<file path="src/rtl/imem_loader.sv">
// Byte-stream loader that writes 9-bit instructions into the instruction memory.
// Optional trailing XOR checksum byte when IMEM_LOADER_CHECKSUM_EN is defined.
module imem_loader #(
    parameter int unsigned ADDR_W    = 12,
    parameter int unsigned INSTR_W   = 9,
    parameter int unsigned MAX_INSTR = 4096
) (
    input  logic               clk,
    input  logic               reset,
    input  logic               start,
    input  logic               in_valid,
    input  logic [7:0]         in_data,
    output logic               in_ready,
    output logic               mem_we,
    output logic [ADDR_W-1:0]  mem_waddr,
    output logic [INSTR_W-1:0] mem_wdata,
    output logic               busy,
    output logic               done,
    output logic               error,
    output logic [12:0]        count_loaded
);

    typedef enum logic [2:0] {
        S_IDLE,
        S_LEN_LO,
        S_LEN_HI,
        S_INS_LO,
        S_INS_HI,
`ifdef IMEM_LOADER_CHECKSUM_EN
        S_CHK,
`endif
        S_DONE,
        S_ERR
    } state_t;

    state_t      state, state_next;
    logic [15:0] len;
    logic [7:0]  low_byte;
    logic        xfer;
    logic        do_start;
    logic        do_write;
    logic [15:0] len_full;
    logic [15:0] count_next;
`ifdef IMEM_LOADER_CHECKSUM_EN
    logic [7:0]  csum;
`endif

    assign xfer       = in_valid && in_ready;
    assign len_full   = {in_data, len[7:0]};
    assign count_next = {3'b000, count_loaded} + 16'd1;

    always_comb begin
        in_ready = 1'b0;
        case (state)
            S_LEN_LO, S_LEN_HI, S_INS_LO, S_INS_HI: in_ready = 1'b1;
`ifdef IMEM_LOADER_CHECKSUM_EN
            S_CHK:                                  in_ready = 1'b1;
`endif
            default:                                in_ready = 1'b0;
        endcase
    end

    always_comb begin
        state_next = state;
        do_start   = 1'b0;
        do_write   = 1'b0;
        case (state)
            S_IDLE, S_DONE, S_ERR: begin
                if (start) begin
                    state_next = S_LEN_LO;
                    do_start   = 1'b1;
                end
            end
            S_LEN_LO: if (xfer) state_next = S_LEN_HI;
            S_LEN_HI: begin
                if (xfer) begin
                    if ({16'd0, len_full} > MAX_INSTR)
                        state_next = S_ERR;
                    else if (len_full == 16'd0)
`ifdef IMEM_LOADER_CHECKSUM_EN
                        state_next = S_CHK;
`else
                        state_next = S_DONE;
`endif
                    else
                        state_next = S_INS_LO;
                end
            end
            S_INS_LO: if (xfer) state_next = S_INS_HI;
            S_INS_HI: begin
                if (xfer) begin
                    if (in_data[7:1] != 7'd0) begin
                        state_next = S_ERR;
                    end else begin
                        do_write = 1'b1;
                        if (count_next == len)
`ifdef IMEM_LOADER_CHECKSUM_EN
                            state_next = S_CHK;
`else
                            state_next = S_DONE;
`endif
                        else
                            state_next = S_INS_LO;
                    end
                end
            end
`ifdef IMEM_LOADER_CHECKSUM_EN
            S_CHK: begin
                if (xfer)
                    state_next = (in_data == csum) ? S_DONE : S_ERR;
            end
`endif
            default: state_next = S_IDLE;
        endcase
    end

    always_ff @(posedge clk or negedge reset) begin
        if (!reset) begin
            state <= S_IDLE;
        end else begin
            state <= state_next;
        end
    end

    // Status flags are registered from the next state so they line up with the state change.
    always_ff @(posedge clk or negedge reset) begin
        if (!reset) begin
            busy  <= 1'b0;
            done  <= 1'b0;
            error <= 1'b0;
        end else begin
            busy  <= (state_next != S_IDLE) && (state_next != S_DONE) && (state_next != S_ERR);
            done  <= (state_next == S_DONE);
            error <= (state_next == S_ERR);
        end
    end

    always_ff @(posedge clk or negedge reset) begin
        if (!reset) begin
            len          <= '0;
            low_byte     <= '0;
            count_loaded <= '0;
            mem_we       <= 1'b0;
            mem_waddr    <= '0;
            mem_wdata    <= '0;
        end else begin
            mem_we <= do_write;
            if (state == S_LEN_LO && xfer)
                len[7:0] <= in_data;
            if (state == S_LEN_HI && xfer)
                len[15:8] <= in_data;
            if (state == S_INS_LO && xfer)
                low_byte <= in_data;
            if (do_start)
                count_loaded <= '0;
            // The write address is simply the number of words already written.
            if (do_write) begin
                mem_waddr    <= count_loaded[ADDR_W-1:0];
                mem_wdata    <= {in_data[0], low_byte};
                count_loaded <= count_loaded + 13'd1;
            end
        end
    end

`ifdef IMEM_LOADER_CHECKSUM_EN
    always_ff @(posedge clk or negedge reset) begin
        if (!reset) begin
            csum <= '0;
        end else if (do_start) begin
            csum <= '0;
        end else if (xfer && state != S_CHK) begin
            csum <= csum ^ in_data;
        end
    end
`endif

endmodule

</file>
<file path="config.mk">
export PLATFORM = sky130hd
export DESIGN_NAME = imem_loader
export DESIGN_NICKNAME = d
export VERILOG_FILES = /design/src/rtl/imem_loader.sv
export SDC_FILE = /design/constraint.sdc
export NUM_CORES = 1
export LEC_CHECK = 0
export ABC_AREA = 0
export CAP_MARGIN = 10
export CORE_MARGIN = 8
export CORE_UTILIZATION = 58
export CTS_CLUSTER_SIZE = 16
export DETAILED_ROUTE_END_ITERATION = 8
export PLACE_DENSITY = 0.85
export SYNTH_ARGS = -nofsm -noshare
export SYNTH_HDL_FRONTEND = slang
export SYNTH_SLANG_ARGS = --single-unit
</file>
<file path="constraint.sdc">
create_clock -name clk -period 3.9 [get_ports clk]
set_input_delay 0.975 -clock clk [delete_from_list [all_inputs] [get_ports clk]]
set_output_delay 0.975 -clock clk [all_outputs]
set_load 0.01 [all_outputs]
</file>
==> metrics.md <==
| Metric | Value |
|---|---|
| Cell Area, Synth | 3260 um2 |
| Mux share of post-synthesis cell area | 0.0860 |
| Post-synth top cells | nand2_1 (74), dfrtp_1 (65), mux2_2 (24), o21ai_0 (24), nor2_1 (16) |
| CP endpoint kind | flip-flop |
| CP startpoint | in_data[5] |
| P per Cell Area | 567 nW/um2 |
| Antenna viol nets, final | 0 |
| N_diodes | 0 |
| CTS root buf | clkbuf_8 |
| Crit path capture | count_loaded[3] |
| Area of the core | approximately 5500 um2 |
| Number of H-tree levels | 3 |
| WL final | around 8000 um |
| Register area share after synthesis | 0.499 |
| Crit path max-delay family | simple AND/OR/NAND/NOR gates |
| Share of the synthesized area in the top cell type | 0.499 |
| First-pass GRT wire length | ~14000 um |
| DIE AREA | between 8000 and 9000 um2 |
| R2r setup slk | approximately 1100 ps |
| Ports | 51 |
| Flops & latches, synth | 65 |
| Leak | 1.77 nW |
| Clock buffer depth | 2 |
| Worst-Skew Late Latency | ~350 ps |
| Status | finished, final reports clean |
| Number of max-cap violations | 0 |
| Design Area, Final | about 4000 um2 |
| Cells after synthesis | ~340 |
| Top FF cell, synth | dfrtp_1 |
| WP data arrival | between 3000 and 4000 ps |
| Hold_buf cts | 0 |
| Post-synth EDFFs | 0 |
| Yosys cell types | between 50 and 60 |
| Total congestion overflow | 0 |
| Tmin final | roughly 3300 ps |
| Largest net degree at the start of global routing | 47 |
| Dominant cell type by area after synthesis | dfrtp_1 |
| Clock transition at path regs | 70 ps |
| CTS Buf Count | 9 |
| Die W | between 90 and 100 um |
| # resized after CTS | 0 |
| Syn_nets | around 350 |
| Crit path buf inv count | 2 |
| Mean post-synth cell area | between 9 and 10 um2 |
| Starting Density | 0.596 |
| RePlAce Congestion | roughly 0.87 |
| Row count | 27 |
| Vias | approximately 2700 |
| Reg-to-Reg Start | count_loaded[3] |
| Number of global-route vias before repair | 2711 |
| Post-synthesis compound-gate area fraction | 0.119 |
| Crit path max-delay cell type | nor4b_2 |
| Hold Crit Class | flip-flop to flip-flop |
| Postcts setup bufs | 0 |
| Residual DRC | 0 |
| Crit-path cells | clkdlybuf4s50_1, or3_1, nor4b_2, nand2_1, clkinv_1, a21oi_1, o21ai_0, o31ai_1 |
| Final setup violating endpoints | 0 |
| Place WS | between 200 and 300 ps |
| Most frequent cell after synthesis | nand2_1 |
| Area post-placement | 3810 um2 |
| Reg2Reg Depth | 7 |
| Slew Limit Fails | 0 |
| Hold slack | 472 ps |
| Max stage delay on crit path | roughly 540 ps |
| Crit Path Class | input pin to flip-flop |
| Req. time, crit path | slightly above 4000 ps |
| CTS tree | yes |
| Reg-to-Reg End | state[1] |
| Nets | 400 |
| Synth Area in XOR/XNOR | 0.0484 |
| WL/cell | between 15 and 20 um |
| Final core occ | 0.736 |
| Total negative slack | 0 ps |
| RSZ-0062 raised after global routing | false |
| Port Buf Inserts | 50 |
| Tcrit/Tclk final | 0.838 |
| Combinational family with the most area after synthesis | simple AND/OR/NAND/NOR gates |
| Initial antenna violation count | 0 |
| Layout cells sized above 1 | 0.138 |
| Final hold vios | 0 |
| Worst Max-Slew Pin Slew | roughly 1000 ps |
| Pre-antenna DRT Iters | 5 |
| WP depth | 8 |
| CP Max Fanout | 13 |
| PnR worst setup slack | 632 ps |
| DRT iter0 DRCs | around 170 |
| Ranking of synthesized cells by area | dfrtp_1 (50%), nand2_1 (8.5%), mux2_2 (8.3%), o21ai_0 (3.7%), xnor2_1 (3.0%) |
| Post-Synth Simple-Gate Area | 0.209 |
| Startpoint Class | input pin |
| Area added between synthesis and finish | 23.6% |
| Relative slew slack | 0.322 |
| Total track usage | 0.206 |
| Drt via density | about 5.9 |
| Clock Sink Count | 65 |
| Setup Skew | 6.64 ps |
| Die Height | between 90 and 100 um |
| VDD IR max | between 400 and 500 uV |
| Post-DP HPWL | 5560 um |
| Post-Synth Adder-Cell Area | 0.00384 |
| Async S/R FF share, synth | 1.00 |
| F_max | 306 MHz |
| Ys Warns | 0 |
==> cells in the final DEF (no fill, tap or decap), types with 2 or more instances in the layout <==
cell type,n
nand2_1,74
dfrtp_1,65
clkdlybuf4s50_1,49
o21ai_0,24
mux2_2,24
nor2_1,16
a21oi_1,12
xnor2_1,11
nand3_1,10
clkbuf_8,10
inv_1,8
xor2_1,7
nor3_1,6
buf_4,6
o31ai_1,5
and3_1,5
nand4_1,3
or4_1,3
o41ai_1,3
nor2b_1,3
a211oi_1,3
or3_1,3
nand2b_1,3
nor3b_1,2
and4_1,2
nor4_1,2
bufinv_16,2
clkinvlp_4,2
==> final cells by class <==
cell class | count | area [um2]
clock buffer | 10 | 138
clock inverter | 5 | 80.1
fill | 420 | 1450
inverter | 9 | 33.8
multi-input combinational | 246 | 1520
sequential | 65 | 1630
tap | 72 | 90.1
timing repair buffer | 56 | 541
==> tightest hold or removal path: stages, from the launching register on <==
cell	delay [ps]
dfrtp_1	340
nand2_1	50
nand2_1	50
==> per-layer routing <==
layer	global-route usage	part of all wire
met3	0.0626	0.070
met1	0.266	0.43
met2	0.321	0.48
met5	0	0
met4	0.0709	0.016
==> where the power goes <==
part           total, mW  switching (mW)  leakage [nW]  internal [mW]
clock              0.630           0.258         0.104          0.372
sequential          1.00           0.168         0.852          0.834
combinational      0.651           0.310         0.813          0.341
total               2.28           0.736          1.77           1.55
==> logic make-up (layout without fill, tap and decap cells) <==
kind of cell    after synthesis  count (layout)
flops                        65              65
fa+ha+maj                     1               1
buf+inv                      28              80
xor+xnor                     18              18
compound gates               61              61
simple gates                141             141
mux                          25              25
==> worst min-delay path by stage <==
stage / to / slack (ps) / from / depth (start not counted)
global route: mem_wdata[7] / 500 / low_byte[7] / 2
floorplan: mem_wdata[0] / 430 / low_byte[0] / 2
finish: mem_wdata[1] / 470 / mem_wdata[1] / 2
CTS: mem_wdata[2] / 480 / mem_wdata[2] / 2
global placement: mem_wdata[0] / 450 / low_byte[0] / 2
detailed placement: mem_wdata[2] / 460 / mem_wdata[2] / 2
==> state kept, by name, indices dropped and copies added (netlist names) <==
| name | cells |
|---|---|
| mem_wdata | 9 |
| state | 3 |
| count_loaded | 13 |
| low_byte | 8 |
| mem_we | 1 |
| len | 16 |
| mem_waddr | 12 |
| done | 1 |
| busy | 1 |
| error | 1 |
==> through the flow <==
stage	power [mW]	cells
after detailed placement	1.65	448
after global routing	2.41	463
after floorplan	1.43	339
final	2.28	463
after CTS	2.29	463
after global placement	1.63	448
Note: power is estimated with default switching activity, not from simulation.
